--- src/rtl/lmem_pkg.sv ---
`default_nettype none
// ============================================================================
//  Module      : lmem_pkg
//  Description : Shared types, constants and lane helpers for the banked
//                local-memory request sequencer.
//  Revision    : 1.0 - initial release
// ============================================================================
package lmem_pkg;

    // Width of one memory bank lane; four lanes make one 128-bit row.
    localparam int unsigned LANE_W = 32;

    // Command opcodes. Encodings 6 and 7 are illegal.
    typedef enum logic [2:0] {
        OP_LD_S  = 3'd0,
        OP_ST_S  = 3'd1,
        OP_LD_V  = 3'd2,
        OP_ST_V  = 3'd3,
        OP_LD_VS = 3'd4,
        OP_ST_VS = 3'd5
    } op_e;

    // Sequencer control states.
    typedef enum logic [1:0] {
        ST_IDLE  = 2'd0,
        ST_ISSUE = 2'd1,
        ST_DRAIN = 2'd2,
        ST_RESP  = 2'd3
    } state_e;

    function automatic logic op_legal(input logic [2:0] op);
        return (op <= 3'd5);
    endfunction

    // Every legal store has an odd encoding.
    function automatic logic op_is_store(input logic [2:0] op);
        return op[0];
    endfunction

    function automatic logic op_is_vector(input logic [2:0] op);
        return (op == OP_LD_V) || (op == OP_ST_V);
    endfunction

    function automatic logic op_is_strided(input logic [2:0] op);
        return (op == OP_LD_VS) || (op == OP_ST_VS);
    endfunction

    // Alignment rules: vector rows need 16-byte alignment, everything else
    // needs word alignment of the address and (for strided ops) the stride.
    function automatic logic cmd_misaligned(input logic [2:0] op,
                                            input logic [3:0] addr_lo,
                                            input logic [1:0] stride_lo);
        logic r;
        case (op)
            OP_LD_V, OP_ST_V:   r = (addr_lo != 4'd0);
            OP_LD_VS, OP_ST_VS: r = (addr_lo[1:0] != 2'd0) || (stride_lo != 2'd0);
            default:            r = (addr_lo[1:0] != 2'd0);
        endcase
        return r;
    endfunction

    // Pick one 32-bit lane out of a 128-bit row.
    function automatic logic [LANE_W-1:0] lane_get(input logic [4*LANE_W-1:0] data,
                                                   input logic [1:0]          idx);
        logic [LANE_W-1:0] r;
        case (idx)
            2'd0:    r = data[0*LANE_W +: LANE_W];
            2'd1:    r = data[1*LANE_W +: LANE_W];
            2'd2:    r = data[2*LANE_W +: LANE_W];
            default: r = data[3*LANE_W +: LANE_W];
        endcase
        return r;
    endfunction

    // Replace one 32-bit lane of a 128-bit row.
    function automatic logic [4*LANE_W-1:0] lane_put(input logic [4*LANE_W-1:0] data,
                                                     input logic [1:0]          idx,
                                                     input logic [LANE_W-1:0]   val);
        logic [4*LANE_W-1:0] r;
        r = data;
        case (idx)
            2'd0:    r[0*LANE_W +: LANE_W] = val;
            2'd1:    r[1*LANE_W +: LANE_W] = val;
            2'd2:    r[2*LANE_W +: LANE_W] = val;
            default: r[3*LANE_W +: LANE_W] = val;
        endcase
        return r;
    endfunction

endpackage : lmem_pkg
`default_nettype wire

--- src/rtl/lmem_req_sequencer.sv ---
`default_nettype none
// ============================================================================
//  Module      : lmem_req_sequencer
//  Description : Turns scalar, vector and 4-beat strided load/store commands
//                into beats on a banked local-memory port, gathers load data
//                and returns a single tagged response per command.
//  Revision    : 1.0 - initial release
// ============================================================================
module lmem_req_sequencer
    import lmem_pkg::*;
#(
    parameter int DEPTH_WORDS = 1024
) (
    input  logic          clk,
    input  logic          rst,

    input  logic          cmd_valid,
    output logic          cmd_ready,
    input  logic [2:0]    cmd_op,
    input  logic [31:0]   cmd_addr,
    input  logic [31:0]   cmd_stride,
    input  logic [127:0]  cmd_wdata,
    input  logic [3:0]    cmd_tag,

    output logic          rsp_valid,
    input  logic          rsp_ready,
    output logic [127:0]  rsp_rdata,
    output logic [3:0]    rsp_tag,
    output logic          rsp_err,

    output logic          mem_req_valid,
    output logic          mem_req_we,
    output logic          mem_req_is_vector,
    output logic [1:0]    mem_req_bank_sel,
    output logic [31:0]   mem_req_addr,
    output logic [127:0]  mem_req_wdata,
    input  logic [127:0]  mem_resp_rdata
);

    localparam logic [31:0] c_DEPTH = 32'(DEPTH_WORDS);

    // ------------------------------------------------------------------
    // Registered state
    // ------------------------------------------------------------------
    state_e          r_state;
    logic [2:0]      r_op;
    logic [31:0]     r_baddr;      // address of the beat currently issuing
    logic [31:0]     r_stride;
    logic [127:0]    r_wdata;
    logic [3:0]      r_tag;
    logic [1:0]      r_k;          // beat counter
    logic            r_err;
    logic [127:0]    r_rdata;
    logic            r_cap_valid;  // a load beat was issued last cycle
    logic [1:0]      r_cap_k;      // its beat number
    logic [1:0]      r_cap_bank;   // its bank lane

    // ------------------------------------------------------------------
    // Combinational helpers
    // ------------------------------------------------------------------
    state_e          w_state_nxt;
    logic            w_cmd_bad;
    logic            w_in_range;
    logic            w_is_load;
    logic            w_last_beat;
    logic [31:0]     w_store_lane;
    logic [31:0]     w_bank_word;
    logic [127:0]    w_rdata_nxt;

    assign w_cmd_bad    = !op_legal(cmd_op) ||
                          cmd_misaligned(cmd_op, cmd_addr[3:0], cmd_stride[1:0]);
    // The range check is applied to the (possibly wrapped) beat address.
    assign w_in_range   = ({4'd0, r_baddr[31:4]} < c_DEPTH);
    assign w_is_load    = !op_is_store(r_op);
    assign w_last_beat  = !op_is_strided(r_op) || (r_k == 2'd3);
    // Scalar stores use lane 0 (k is always 0); strided stores use lane k.
    assign w_store_lane = lane_get(r_wdata, r_k);

    assign rsp_rdata = r_rdata;
    assign rsp_tag   = r_tag;
    assign rsp_err   = r_err;

    // State register.
    always_ff @(posedge clk) begin
        if (rst) begin
            r_state <= ST_IDLE;
        end else begin
            r_state <= w_state_nxt;
        end
    end

    // Next-state decode: bad commands skip straight to the response, loads
    // spend one extra cycle draining the final read beat.
    always_comb begin
        w_state_nxt = r_state;
        case (r_state)
            ST_IDLE: begin
                if (cmd_valid) begin
                    w_state_nxt = w_cmd_bad ? ST_RESP : ST_ISSUE;
                end
            end
            ST_ISSUE: begin
                if (w_last_beat) begin
                    w_state_nxt = w_is_load ? ST_DRAIN : ST_RESP;
                end
            end
            ST_DRAIN: begin
                w_state_nxt = ST_RESP;
            end
            ST_RESP: begin
                if (rsp_ready) begin
                    w_state_nxt = ST_IDLE;
                end
            end
            default: begin
                w_state_nxt = ST_IDLE;
            end
        endcase
    end

    // Output decode: handshakes and the memory beat are pure functions of state.
    always_comb begin
        cmd_ready         = 1'b0;
        rsp_valid         = 1'b0;
        mem_req_valid     = 1'b0;
        mem_req_we        = 1'b0;
        mem_req_is_vector = 1'b0;
        mem_req_bank_sel  = 2'd0;
        mem_req_addr      = 32'd0;
        mem_req_wdata     = 128'd0;
        case (r_state)
            ST_IDLE: begin
                cmd_ready = 1'b1;
            end
            ST_ISSUE: begin
                // Out-of-range beats still consume their slot but are not sent.
                mem_req_valid     = w_in_range;
                mem_req_we        = op_is_store(r_op);
                mem_req_is_vector = op_is_vector(r_op);
                mem_req_bank_sel  = r_baddr[3:2];
                mem_req_addr      = {2'b00, r_baddr[31:4], 2'b00};
                if (op_is_vector(r_op)) begin
                    mem_req_wdata = r_wdata;
                end else if (op_is_store(r_op)) begin
                    mem_req_wdata = {96'd0, w_store_lane};
                end
            end
            ST_RESP: begin
                rsp_valid = 1'b1;
            end
            default: begin
            end
        endcase
    end

    // Merge the read data of the beat issued last cycle into the response.
    always_comb begin
        w_bank_word = lane_get(mem_resp_rdata, r_cap_bank);
        case (r_op)
            OP_LD_V:  w_rdata_nxt = mem_resp_rdata;
            OP_LD_VS: w_rdata_nxt = lane_put(r_rdata, r_cap_k, w_bank_word);
            default:  w_rdata_nxt = {96'd0, w_bank_word};
        endcase
    end

    // Command latch, beat sequencing and load-data capture.
    always_ff @(posedge clk) begin
        if (rst) begin
            r_op        <= 3'd0;
            r_baddr     <= 32'd0;
            r_stride    <= 32'd0;
            r_wdata     <= 128'd0;
            r_tag       <= 4'd0;
            r_k         <= 2'd0;
            r_err       <= 1'b0;
            r_rdata     <= 128'd0;
            r_cap_valid <= 1'b0;
            r_cap_k     <= 2'd0;
            r_cap_bank  <= 2'd0;
        end else begin
            // Read data arrives one cycle after its beat, so beat k-1 lands
            // while beat k is issuing and the last beat lands in DRAIN.
            if (r_cap_valid) begin
                r_rdata <= w_rdata_nxt;
            end
            r_cap_valid <= (r_state == ST_ISSUE) && w_in_range && w_is_load;
            r_cap_k     <= r_k;
            r_cap_bank  <= r_baddr[3:2];

            case (r_state)
                ST_IDLE: begin
                    if (cmd_valid) begin
                        r_op     <= cmd_op;
                        r_baddr  <= cmd_addr;
                        r_stride <= cmd_stride;
                        r_wdata  <= cmd_wdata;
                        r_tag    <= cmd_tag;
                        r_k      <= 2'd0;
                        r_err    <= w_cmd_bad;
                        r_rdata  <= 128'd0;
                    end
                end
                ST_ISSUE: begin
                    // Accumulating the stride wraps naturally modulo 2^32.
                    r_k     <= r_k + 2'd1;
                    r_baddr <= r_baddr + r_stride;
                    if (!w_in_range) begin
                        r_err <= 1'b1;
                    end
                end
                default: begin
                end
            endcase
        end
    end

endmodule : lmem_req_sequencer
`default_nettype wire

--- config.mk ---
export PLATFORM = sky130hd
export DESIGN_NAME = lmem_req_sequencer
export DESIGN_NICKNAME = d
export VERILOG_FILES = /design/src/rtl/lmem_pkg.sv /design/src/rtl/lmem_req_sequencer.sv
export SDC_FILE = /design/constraint.sdc
export NUM_CORES = 1
export LEC_CHECK = 0
export CAP_MARGIN = 20
export CORE_MARGIN = 5
export CORE_UTILIZATION = 25
export DETAILED_ROUTE_END_ITERATION = 12
export GPL_TIMING_DRIVEN = 0
export PLACE_DENSITY_LB_ADDON = 0.3
export SLEW_MARGIN = 20
export SYNTH_ARGS = -nofsm -noshare
export SYNTH_HDL_FRONTEND = slang
export SYNTH_SLANG_ARGS = --single-unit
--- constraint.sdc ---
create_clock -name clk -period 7.1 [get_ports clk]
set_input_delay 1.42 -clock clk [delete_from_list [all_inputs] [get_ports clk]]
set_output_delay 1.42 -clock clk [all_outputs]
set_load 0.005 [all_outputs]
# Word level (Yosys, flattened, before mapping)
# Cells that the tools add are included.
[word_totals] reg_bits=337 in_bits=331 out_inout_bits=300 word_cells=97
[classes] addsub=2 order_cmp=2 eq_ne=22 muxes=34 reduce_logical=25
[ops] op="128-bit 2-to-1 mux" count=5
[ops] op="128-bit case mux with 2 select lines" count=1
[ops] op="32-bit 2-to-1 mux" count=6
[ops] op="32-bit case mux with 3 select lines" count=2
[ops] op="32-bit case mux with 2 select lines" count=1
[ops] op="32-bit adder" count=1
[ops] op="30-bit 2-to-1 mux" count=1
[ops] op="28-bit by 11-bit < comparator with 1-bit output (second input constant)" count=1
[ops] op="2-bit equality test (second input constant)" count=6
[ops] op="3-bit by 2-bit equality test with 1-bit output (second input constant)" count=4
[ops] op="3-bit equality test (second input constant)" count=4
[ops] op="2-bit 2-to-1 mux" count=6
[ops] op="2-bit by 1-bit equality test with 1-bit output (second input constant)" count=4
[ops] op="2-bit logical NOT" count=4
[ops] op="1-bit 2-to-1 mux" count=8
[ops] op="2-bit != test (second input constant)" count=4
[ops] op="2-bit case mux with 4 select lines" count=1
[ops] op="3-bit AND reduction" count=2
[ops] op="2-bit nonzero test" count=3
[ops] op="1-bit logical OR" count=5
[ops] op="1-bit case mux with 2 select lines" count=2
[ops] op="2-bit case mux with 2 select lines" count=1
[ops] op="2-bit AND reduction" count=2
[ops] op="4-bit nonzero test" count=1
[ops] op="6 further kinds" count=10

# Longest topological paths before layout
[depth] ltp_word=7 mapped_depth=11 depth_no_buf=11

# Worst setup path after synthesis
# OpenSTA, ideal clock, no wires.
[synth_path] kind="flip-flop to output port" from="register r_state[1]" to="output port mem_req_wdata[10]" arrival_time_ns=1.526 required_time_ns=5.680 slack_ns=4.154 stages_incl_launch_ff=7 path_buffers=1 cell_sequence="dfxtp_1 -> inv_1 -> ha_1 -> and2_1 -> a21boi_1 -> clkbuf_1 -> a22o_1"
[synth_via] elab_chain_cells=2
[synth_lines] element="start: declaration" line="lmem_req_sequencer.sv:45" source="state_e r_state;"
[synth_lines] element="start signal: assignment" line="lmem_req_sequencer.sv:88" source="r_state <= w_state_nxt;"
[synth_lines] element="2-bit by 1-bit equality test with 1-bit output" line="lmem_req_sequencer.sv:131" source="case (r_state)"
[synth_lines] element="128-bit 2-to-1 mux" line="lmem_req_sequencer.sv:131"
[synth_lines] element="end: declaration" line="lmem_req_sequencer.sv:36" source="output logic [127:0] mem_req_wdata,"
# No other way between the ends.

# Worst setup path after layout
[layout_path] from="register r_state[1]" to="output port mem_req_wdata[22]"
# Same word-level chain as after synthesis.

==> flow_summary.json <==
{
  "wl_per_cell_um": 23.8,
  "avgSynthCellArea_um2": 7.49,
  "drt-total-wl_mm": 97.7,
  "path_cells": "inv_1, ha_1, and3_1, clkbuf_1, clkbuf_1, a22o_1, clkdlybuf4s50_1",
  "place_ws_ns": 2.72,
  "worstReg2RegEnd": "r_wdata[1]",
  "final_cells": 4103,
  "fp.dieH_um": 280,
  "vias": 21400,
  "grt_pass1_wl_mm": 141,
  "fillers": 7749,
  "initial_core_util": 0.251,
  "ys_seq_area_frac": 0.370,
  "period_needed_ns": 5.02,
  "die_x_um": 280,
  "postSynth.topFlopCell": "dfxtp_1",
  "finClkSkew_ns": 0.0247,
  "irDropWorstVdd_mv": 0.169,
  "drt_pass1_iterations": 9,
  "holdPathEnd": "r_stride[22]",
  "antenna_left": 0,
  "cts-root-buf": "clkbuf_16",
  "synth_edf_count": 0,
  "cp-end-kind": "output port",
  "synthDistinctLibCells": 59,
  "syn_area_um2": 18200,
  "cp_slowest_stage_delay_ns": 0.57,
  "cts_buffer_depth": 3,
  "period_share": 0.707,
  "drive_gt1_frac": 0.0363,
  "post_dp_cell_area_um2": 25700,
  "p_per_area_nw_per_um2": 268,
  "fmaxAchievable_ghz": 0.199,
  "overflow": 0,
  "setup-tns-final_ns": 0,
  "cp_data_required_time_ns": 5.68,
  "synthTopCellsByArea": "dfxtp_1 (37%), nand2_1 (12%), a21oi_1 (11%), a211oi_1 (4.8%), and2_1 (4.4%)",
  "holdPathStages": 2,
  "worstPathMaxFanout": 10,
  "post-route-cell-area_um2": 27100,
  "critPathSlowestCell": "clkbuf_1",
  "slew_headroom": 0.367,
  "routed_via_density": 5.20,
  "nets": 3481,
  "synth_area_leader_cell": "dfxtp_1",
  "rsz0062_at_grt": "no",
  "tightest_slew_ns": 0.950,
  "cap_violations": 0,
  "hold_viol": 0,
  "crit_arrival_ns": 3.60,
  "post_cts_buffers": 0,
  "cts_hold_buf": 0,
  "cp_common_cell": "clkbuf_1",
  "dp.cells": 4021,
  "antenna_found_initial": 9,
  "core_um2": 72600,
  "status": "complete, no violations",
  "grt_use_total": 0.235,
  "rr_worst_depth": 9,
  "drc": 0,
  "synth_top_cell_area_share": 0.370,
  "cts_sinks": 337,
  "grt_pass1_vias": 20800,
  "area_growth_pct": 48.9,
  "clk_pin_slew_ns": 0.06,
  "finalSetupViolCount": 0,
  "hpwl_mm": 77.7,
  "insertion_delay_ns": 0.59,
  "cp-start-kind": "flop",
  "hold_path.class": "reg2reg",
  "ys_ff_latch": 337,
  "cts_buffers": 44,
  "critPathKind": "reg2out",
  "min_from": "r_stride[22]",
  "port-buffer-count": 625,
  "gp_congestion": 0.922,
  "r2r_start": "r_state[0]",
  "setup_ws_ns": 2.08,
  "yosysWarnings": 0,
  "p_leak_nw": 9.09,
  "num_rows": 99,
  "drtIter0Drc": 2041,
  "r2r_slack_ns": 3.88,
  "h-tree-depth": 2,
  "die-area_um2": 78400,
  "cts-resized-gates": 0,
  "cts_tree": "yes",
  "report.final.slew_viol_count": 0,
  "synth-async-reset-ratio": 0,
  "grt_max_degree": 13,
  "netlist_instances": 2434,
  "final_util": 0.374,
  "pin_count": 631
}
## metrics by stage
stage	total power, W	hold slack, ns
global placement	0.00498	0.447
CTS	0.00728	0.463
detailed placement	0.00500	0.455
global route	0.00763	0.479
floorplan	0.00387	0.440
finish	0.00726	0.459
## synth_stat cells (3+ instances only)
master,count
clkbuf_1,187
nor4_1,5
nand4_1,6
mux2i_1,10
ha_1,41
o21ai_0,61
xor2_1,10
and2_1,129
a221oi_1,5
buf_4,4
a21oi_1,405
nand2_1,600
dfxtp_1,337
or3_1,3
a22oi_1,32
mux4_2,32
a31oi_1,7
a222oi_1,32
o211ai_1,4
o32ai_1,3
o31ai_1,3
a211o_1,3
and4_1,5
nor2_1,178
a22o_1,63
a21o_1,14
nand2b_1,6
buf_2,3
xnor2_1,17
a211oi_1,116
o21a_1,8
nor2b_1,5
nand3_1,10
buf_1,25
o21bai_1,3
and3_1,3
inv_1,22
nor3_1,14
## final cells by class
cell class                 count  area (µm²)  area share
multi-input combinational   1859       10600       0.390
sequential                   337        6750       0.249
timing repair buffer         625        6260       0.231
clock buffer                  65        1300      0.0480
tap                          959        1200      0.0442
buffer                       219         841      0.0310
clock inverter                14         131     0.00484
inverter                      22        82.6     0.00304
antenna                        3        7.51    0.000277
## layer usage
metal,global-route usage,vias to the layer above,part of all wire
met5,0,-,0.00049
met4,0.0731,8,0.033
met3,0.0595,196,0.095
met2,0.411,1118,0.48
met1,0.284,10100,0.39
li1,-,9885,-
## cell usage in the layout (no fill, tap or decap), drive strengths merged, types with 24 or more instances in the layout
cell           count
mux4              32
a22o              63
a21oi            406
a222oi            32
nor2             178
dfxtp            337
and2             129
inv               24
nand2            600
buf               32
clkdlybuf4s50    625
ha                41
clkbuf           252
a211oi           116
o21ai             62
a22oi             32
## critical path, delay by kind of cell (launching register included)
kind	cells	cell delay (ns)
buf+inv	4	1.69
compound gates	1	0.39
flops	1	0.33
fa+ha+maj	1	0.30
simple gates	1	0.28
## cell families after synthesis
kind of cell / after synthesis / synth area share
AOI/OAI and AO/OA: 774 / 0.266
xor gates and xnor gates: 27 / 0.0130
adders and majority gates: 42 / 0.0292
buffers and inverters: 241 / 0.0507
DFF: 337 / 0.370
muxes: 42 / 0.0450
other: 1 / 0.000206
and+or+nand+nor: 970 / 0.226
## state kept, by name, indices dropped and copies added (netlist names)
signal,flops
r_k,2
r_state,2
r_cap_valid,1
rsp_tag,4
rsp_err,1
r_cap_bank,2
r_stride,32
rsp_rdata,128
r_wdata,128
r_op,3
r_cap_k,2
r_baddr,32
## power breakdown
group          leakage (nW)  switching, W  internal, W
logic                  5.64       0.00158     0.000971
clock network         0.711      0.000955      0.00131
registers              2.74      0.000274      0.00217
total                  9.09       0.00281      0.00445
## how the worst max path moves through the flow
stage | start | end | cells after the start
after CTS | r_state[1] | mem_req_wdata[10] | 7
after global placement | r_state[1] | mem_req_wdata[22] | 7
after detailed placement | r_state[1] | mem_req_wdata[10] | 7
final | r_state[1] | mem_req_wdata[22] | 7
after global routing | r_state[1] | mem_req_wdata[10] | 7
after floorplan | r_state[1] | mem_req_wdata[10] | 6
Note: power is estimated with default switching activity, not from simulation.
